<file path="src/rtl/mem_ctrl_pkg.sv">
// mem_ctrl_pkg: shared state encoding and default geometry for the register-file access controller
package mem_ctrl_pkg;
  localparam int DATA_W_DEF = 8;
  localparam int ADDR_W_DEF = 3;
  localparam int DEPTH_DEF = 1 << ADDR_W_DEF;
  typedef enum logic [2:0] {IDLE, WRITE, READ, VERIFY, RESP} state_t;
endpackage

</file>
<file path="src/rtl/mem_addr_decoder.sv">
// mem_addr_decoder: gated address to one-hot row-enable decoder (registered by parent)
module mem_addr_decoder
  import mem_ctrl_pkg::*;
#(
  parameter int ADDR_W = ADDR_W_DEF,
  parameter int DEPTH = DEPTH_DEF
) (
  input  logic [ADDR_W-1:0] addr,
  input  logic              en,
  output logic [DEPTH-1:0]  onehot
);
  assign onehot = en ? DEPTH'(1) << addr : '0;
endmodule

</file>
<file path="src/rtl/mem_access_ctrl.sv">
// mem_access_ctrl: one-at-a-time request sequencer for the 8x8 register file; WR_VERIFY_EN adds a post-write re-read check
module mem_access_ctrl
  import mem_ctrl_pkg::*;
#(
  parameter int DATA_W = DATA_W_DEF,
  parameter int ADDR_W = ADDR_W_DEF,
  localparam int DEPTH = 1 << ADDR_W
) (
  input  logic              clk,
  input  logic              rst_n,
  input  logic              req_valid,
  output logic              req_ready,
  input  logic              req_we,
  input  logic [ADDR_W-1:0] req_addr,
  input  logic [DATA_W-1:0] req_wdata,
  output logic              rsp_valid,
  input  logic              rsp_ready,
  output logic [DATA_W-1:0] rsp_rdata,
  output logic              rsp_err,
  output logic [DEPTH-1:0]  mem_en,
  output logic              mem_rd_bar,
  output logic              mem_wr_bar,
  output logic [DATA_W-1:0] mem_wdata,
  input  logic [DATA_W-1:0] mem_rdata
);
`ifdef WR_VERIFY_EN
  localparam state_t AFTER_WR = VERIFY;
`else
  localparam state_t AFTER_WR = RESP;
`endif
  state_t state, nxt;
  logic [ADDR_W-1:0] addr_q;
  logic [DEPTH-1:0] en_dec;
  logic xfer;
  logic strobe_nxt;
  assign xfer = req_valid & req_ready;
  // next state: accept in IDLE, single strobe cycle(s), hold RESP until consumed
  always_comb begin
    nxt = (state == IDLE)   ? (xfer ? (req_we ? WRITE : READ) : IDLE) :
          (state == WRITE)  ? AFTER_WR :
          (state == READ || state == VERIFY) ? RESP :
          (state == RESP && !rsp_ready) ? RESP : IDLE;
  end
  assign strobe_nxt = (nxt == WRITE) || (nxt == READ) || (nxt == VERIFY);
  mem_addr_decoder #(.ADDR_W(ADDR_W), .DEPTH(DEPTH)) u_dec (
    .addr   (state == IDLE ? req_addr : addr_q),
    .en     (strobe_nxt),
    .onehot (en_dec)
  );
  // state and all outputs registered from the next state so strobes never glitch
  always_ff @(posedge clk or negedge rst_n) begin
    if (!rst_n) begin
      state      <= IDLE;
      addr_q     <= '0;
      req_ready  <= 1'b1;
      rsp_valid  <= 1'b0;
      rsp_rdata  <= '0;
      mem_en     <= '0;
      mem_rd_bar <= 1'b1;
      mem_wr_bar <= 1'b1;
      mem_wdata  <= '0;
    end else begin
      state      <= nxt;
      req_ready  <= nxt == IDLE;
      rsp_valid  <= nxt == RESP;
      mem_en     <= en_dec;
      mem_rd_bar <= !(nxt == READ || nxt == VERIFY);
      mem_wr_bar <= nxt != WRITE;
      if (xfer) begin
        addr_q    <= req_addr;
        mem_wdata <= req_wdata;
        rsp_rdata <= '0;
      end else if (state == READ) begin
        rsp_rdata <= mem_rdata;
      end
    end
  end
`ifdef WR_VERIFY_EN
  // verify result: cleared on accept, set from the re-read row in VERIFY
  always_ff @(posedge clk or negedge rst_n) begin
    if (!rst_n) rsp_err <= 1'b0;
    else rsp_err <= xfer ? 1'b0 : (state == VERIFY) ? (mem_rdata != mem_wdata) : rsp_err;
  end
`else
  assign rsp_err = 1'b0;
`endif
endmodule

</file>
<file path="config.mk">
export PLATFORM = sky130hd
export DESIGN_NAME = mem_access_ctrl
export DESIGN_NICKNAME = d
export VERILOG_FILES = /design/src/rtl/mem_ctrl_pkg.sv /design/src/rtl/mem_addr_decoder.sv /design/src/rtl/mem_access_ctrl.sv
export SDC_FILE = /design/constraint.sdc
export NUM_CORES = 1
export LEC_CHECK = 0
export ABC_CLOCK_PERIOD_IN_PS = 1900
export CORE_ASPECT_RATIO = 0.6
export CORE_MARGIN = 2
export CORE_UTILIZATION = 42
export DETAILED_ROUTE_END_ITERATION = 16
export PLACE_DENSITY = 0.76
export SLEW_MARGIN = 20
export SYNTH_ARGS = -nofsm -noshare
export SYNTH_HDL_FRONTEND = slang
export SYNTH_SLANG_ARGS = --single-unit
</file>
<file path="constraint.sdc">
create_clock -name clk -period 1.9 [get_ports clk]
set_input_delay 0.38 -clock clk [delete_from_list [all_inputs] [get_ports clk]]
set_output_delay 0.38 -clock clk [all_outputs]
set_load 0.01 [all_outputs]
</file>
==> impl_results.md <==
- Footprint of the multi-input gates: 464 um2
- Via count: 966
- Cell Pwr Density: 1220 mW/mm2
- Via density: 4.88
- Worst Setup End Kind: primary output
- Startpoint Class: flop
- Post-Syn Area: 0.00129 mm2
- DP HPWL: 2130 um
- Routed wire per std cell: 14.6 um
- Global-route wire length before repair: 4530 um
- CTS Buf Count: 5
- Max FO, Critical Path: 2
- Initial Util: 44.5%
- Worst Path Buf+Inv: 1
- Sequential Area: 779 um2
- PostCTS Resize Cnt: 0
- Die Height: 47.0 um
- Crit path largest cell delay: 540 ps
- Commonest non-fill, non-tap cell in the layout: clkdlybuf4s50_1
- Fillcell total: 221
- Syn. warnings: 0
- Ratio of cells with drive above 1 in the final layout: 22.4%
- Worst endpoint required time: 1520 ps
- Input/output buffers: 51
- Core Region: 0.00291 mm2
- Total negative slack: 0 ps
- Hold WC Path Type: input pin to asynchronous set/reset pin
- Largest net degree at the start of global routing: 32
- Distinct cells, synth: 22
- Final Hold Vio Count: 0
- CP top delay family: buffers and inverters
- Max Clock Skew: 4.88 ps
- Post-synthesis cell count: 100
- Clock transition at the registers of the reported paths: 70 ps
- DRC Markers: 0
- Most frequent cells in the layout: clkdlybuf4s50_1 (51), dfrtp_1 (28), a21boi_0 (16), mux2_2 (16), nor4_1 (8)
- Worst VDD drop: 661 uV
- Clock Root Buffer: clkbuf_8
- CTS H-tree depth: 2
- Total Routing Usage GR: 18.6%
- Final cell count without fillers: 198
- Final nets: 179
- Final Cycle Share: 90.6%
- Max-Cap Viols: 0
- # IOs: 53
- CTS tree: done
- Die Footprint: 0.00356 mm2
- Unrepaired setup endpoints after global routing: no
- ANT cells: 0
- Peak Freq: 581 MHz
- Pre-antenna DRT Iters: 3
- Finished Core Util: 66.5%
- Post-CTS Setup Bufs: 0
- Outcome: completed
- Vias in the first global route: 1003
- Rows: 15
- Clk_lat worst skew: 280 ps
- Cell count after placement: 190
- Seq cells post-synth: 31
- CTS Hold Bufs: 0
- Clk sinks: 31
- CP Data Arrival Time: 1340 ps
- Post-route ant nets: 0
- Die width: 75.7 um
- Post-Route WL: 2890 um
- Initial antenna violation count: 0
- Critical path type: flop to primary output
- Drt initial violations: 27
- Gr ovfl total: 0
- RePlAce Congestion: 0.729
- Post-Syn Area per Cell: 12.9 um2
- Slowest CP cell: clkdlybuf4s50_1
- Deepest clock path buffer count: 2
- CP cell instances: clkdlybuf4s50_1
- WHS: 494 ps
- Syn nets: 124
- Final min period: 1720 ps
- Synth-to-Final Area Change: 49.5%
- Max-slew violations: 0
- Final Setup Violations: 0
- Sequential element share of the synthesized area: 60.2%
- Leakage: 0.827 nW
[flip-flops by register name, indices dropped and copies added (netlist names)]
signal and cells:
mem_en 8, mem_wdata 8, rsp_rdata 8, state 3, mem_rd_bar 1, mem_wr_bar 1, req_ready 1, rsp_valid 1
[cells in the mapped netlist]
cell type,instances,share of area (%)
dfrtp_1,28,54
a21boi_0,16,9.3
mux2_2,16,14
nor4_1,8,3.9
clkbuf_1,4,1.2
dfstp_2,3,6.1
nor3_1,3,1.2
a21oi_1,2,0.77
buf_2,2,0.77
inv_1,2,0.58
nand2_1,2,0.58
nand2b_1,2,0.97
nand3_1,2,0.77
or3_1,2,0.97
a2111oi_0,1,0.68
a21o_2,1,0.68
and2_1,1,0.48
buf_4,1,0.58
buf_6,1,0.87
conb_1,1,0.29
nor3b_2,1,0.97
or2_2,1,0.48
[metal layers]
layer	track usage, %	vias up	part of all wire [%]
li1	-	464	-
met2	32.3	31	50
met4	7.37	0	0.73
met1	20.5	469	44
met3	8.37	2	5.1
met5	0	-	0
[final timing paths]
check / from / cells after the start / slack (ps) / end
min in group clk: mem_wdata[1]$_DFFE_PN0N_ / 1 / 510 / mem_wdata[1]$_DFFE_PN0N_
max: req_ready$_DFF_PN1_ / 1 / 180 / req_ready
min: rst_n / 2 / 490 / mem_en[7]$_DFF_PN0_
max reg2reg: state[2]$_DFF_PN0_ / 2 / 420 / mem_en[6]$_DFF_PN0_
max in group asynchronous: rst_n / 2 / 1090 / mem_rd_bar$_DFF_PN1_
min reg2reg: mem_wdata[1]$_DFFE_PN0N_ / 1 / 510 / mem_wdata[1]$_DFFE_PN0N_
[area by class of cell]
class / count / area share [%]
Sequential cell: 31 / 40.3
Timing Repair Buffer: 56 / 28.3
Multi-Input combinational cell: 59 / 24.0
Clock buffer: 5 / 3.56
Tap cell: 42 / 2.71
Clock inverter: 3 / 0.776
Inverter: 2 / 0.388
[per-stage QoR]
stage	setup slack [ps]	total power [mW]	instance area (um2)
final	178	2.37	1940
after CTS	163	2.40	1940
after detailed placement	247	1.90	1850
after floorplan	475	1.43	1290
after global routing	138	2.53	1940
after global placement	288	1.86	1850
[worst register-to-register path: stages, from the launching register on]
cell     delay, ps
dfrtp_1        450
or3_1          550
nor4_1         370
[kinds of logic (layout without fill, tap and decap cells)]
family	count (synthesis)	after routing	synth area share, %
compound gates	20	20	11.4
buf+inv	10	66	3.96
simple gates	22	22	10.2
mux	16	16	13.9
other cells	1	1	0.290
flops	31	31	60.2
[power breakdown]
part,switching [mW],internal [mW],total [mW],leakage (nW)
logic,0.391,0.533,0.924,0.381
registers,0.104,0.855,0.959,0.398
clock network,0.237,0.250,0.487,0.0477
total,0.732,1.64,2.37,0.827
(Power assumes the default switching activity.)
==> patch: new RTL, same settings <==
The package constant `ADDR_W_DEF` goes from 3 to 4.
--- a/src/rtl/mem_ctrl_pkg.sv
+++ b/src/rtl/mem_ctrl_pkg.sv
@@ -1,7 +1,7 @@
 // mem_ctrl_pkg: shared state encoding and default geometry for the register-file access controller
 package mem_ctrl_pkg;
   localparam int DATA_W_DEF = 8;
-  localparam int ADDR_W_DEF = 3;
+  localparam int ADDR_W_DEF = 4;
   localparam int DEPTH_DEF = 1 << ADDR_W_DEF;
   typedef enum logic [2:0] {IDLE, WRITE, READ, VERIFY, RESP} state_t;
 endpackage
Interface: changed (resized mem_en and req_addr); port bits go from 53 to 62. The function was not compared with the original's and may differ.
==> patch against the unedited design <==
Core utilization increased by 1.5 points; area after synthesis increased by 19%; wire length increased by 24%; worst setup slack got worse by 0.044 ns; critical path depth unchanged; sequential cell count increased by 10; cell area increased by 19%; via count increased by 25%; power increased by 23%; clock skew decreased by 0.0016 ns; highest routed layer unchanged.
==> patch: results (changes against the unedited design) <==
| Metric | Value |
|---|---|
| Layout cell share with drive strength beyond 1 | 11.9% (-10 points) |
| TritonRoute pass-1 iters | 4 (+1) |
| Top cells by count, synth | 38 x dfrtp_1, 31 x nand2_1, 16 x nor3_1, 11 x nor2_1, 10 x mux2i_1 |
| Detailed Route WL | 3.60 mm (+24%) |
| Most frequent cell after synthesis | dfrtp_1 |
| Slew HR | 59.2% |
| Antenna violations before repair | 0 (unchanged) |
| Placed cell area | 2210 µm² (+19%) |
| Ys Warns | 0 (unchanged) |
| H-tree depth | 2 (unchanged) |
| Synth Flop Type | dfrtp_1 |
| Initial drt markers | 96 (+260%) |
| CTS root buffer | clkbuf_8 |
| Filler instances | 266 (+20%) |
| GRT Total Usage | 20.1% (+1.5 points) |
| CP peak stage delay | 0.56 ns (+0.02 ns) |
| Max FO, Critical Path | 3 (+1) |
| Kind of cell adding the most delay to the critical path | flip-flops |
| Gpl congestion | 0.721 (-1.2%) |
| Arrival time at the worst endpoint | 1.39 ns (+0.05 ns) |
| Dpl hpwl | 2.71 mm (+27%) |
| ANT cells | 0 (unchanged) |
| Post-cts resize count | 0 (unchanged) |
| Max clock buf depth | 2 (unchanged) |
| Leading registers by flop count | mem_en: 16 flops, mem_wdata: 8 flops, rsp_rdata: 8 flops |
| Synth top area cells | dfrtp_1 62%, nand2_1 7.6%, mux2i_1 6.5% |
| Asr flop ratio synth | 100% (unchanged) |
| Outcome | finished clean |
| Flop2flop setup slack | 0.17 ns (-0.25 ns) |
| Slowest cell on the critical path | dfstp_2 |
| Clock Pin Slew Worst Setup and Hold Paths | 0.07 ns (about the same) |
| Clock buffer count from CTS | 5 (unchanged) |
| Clk_skew | 0.00332 ns (-0.00155 ns) |
| LEAKAGE | 1.04 nW (+26%) |
| Nets | 225 (+26%) |
| First-pass GRT wire length | 6.03 mm (+33%) |
| Sequential area share after synthesis | 66.9% (+6.7 points) |
| Vias | 1211 (+25%) |
| Hold Crit Class | in2async |
| Largest net degree at the start of global routing | 30 (-6.3%) |
| Clock Latency Late Sink | 0.29 ns |
| Worst VDD drop | 591 µV (-11%) |
| Setup Fix Bufs, Post-CTS | 0 (unchanged) |
| Mapped Nets | 158 (+27%) |
| Count of input and output buffers | 60 (+18%) |
| Yosys cell types | 23 (+4.5%) |
-- patch: path summary, 6_finish.rpt --
path / cells past startpoint / from / end
max in group asynchronous: 2 / rst_n / mem_rd_bar$_DFF_PN1_
worst max-delay path: 1 / req_ready$_DFF_PN1_ / req_ready
min in group clk: 2 / mem_wdata[5]$_DFFE_PN0N_ / mem_wdata[5]$_DFFE_PN0N_
worst max register to register: 3 / state[0]$_DFF_PN0_ / mem_en[13]$_DFF_PN0_
worst min register to register: 2 / mem_wdata[5]$_DFFE_PN0N_ / mem_wdata[5]$_DFFE_PN0N_
worst min-delay path: 1 / rst_n / mem_wdata[6]$_DFFE_PN0N_
-- patch: logic make-up after synthesis --
kind of cell           count (synthesis)  share of synthesized area [%]
AO/OA/AOI/OAI                          2                          0.650
flip-flops                            41                           66.9
other                                  1                          0.244
AND/OR/NAND/NOR                       69                           22.0
multiplexers                          12                           7.97
buffers and inverters                  8                           2.28
-- patch: area by class of cell --
class / instances / share of cell area (%)
clock buffers: 8 / 3.91
flip-flops and latches: 41 / 44.7
repair buffers: 66 / 27.8
well taps: 45 / 2.45
inverters: 2 / 0.326
multi-input cells: 84 / 20.8
-- patch: power breakdown --
group          total, mW  switching (mW)  internal [mW]
Combinational       1.11           0.550          0.555
Clock              0.575           0.279          0.296
Sequential          1.23           0.142           1.09
Total               2.91           0.971           1.94
-- patch: layer usage --
metal,global-route usage [%],wire length [µm]
met4,11.4,99
met1,25.2,1550
met5,0,0
met2,31.6,1700
met3,5.65,254
-- patch: through the flow --
step	worst slack (ns)	std cells	total power, mW	util [%]	hold slack [ns]
after global placement	0.199	238	2.28	65.3	0.417
after global routing	0.0715	246	3.09	68.0	0.133
after floorplan	0.432	133	1.76	-	0.0844
final	0.134	246	2.91	68.0	0.0965
after CTS	0.129	246	2.91	67.9	0.109
after detailed placement	0.132	238	2.33	65.3	0.422
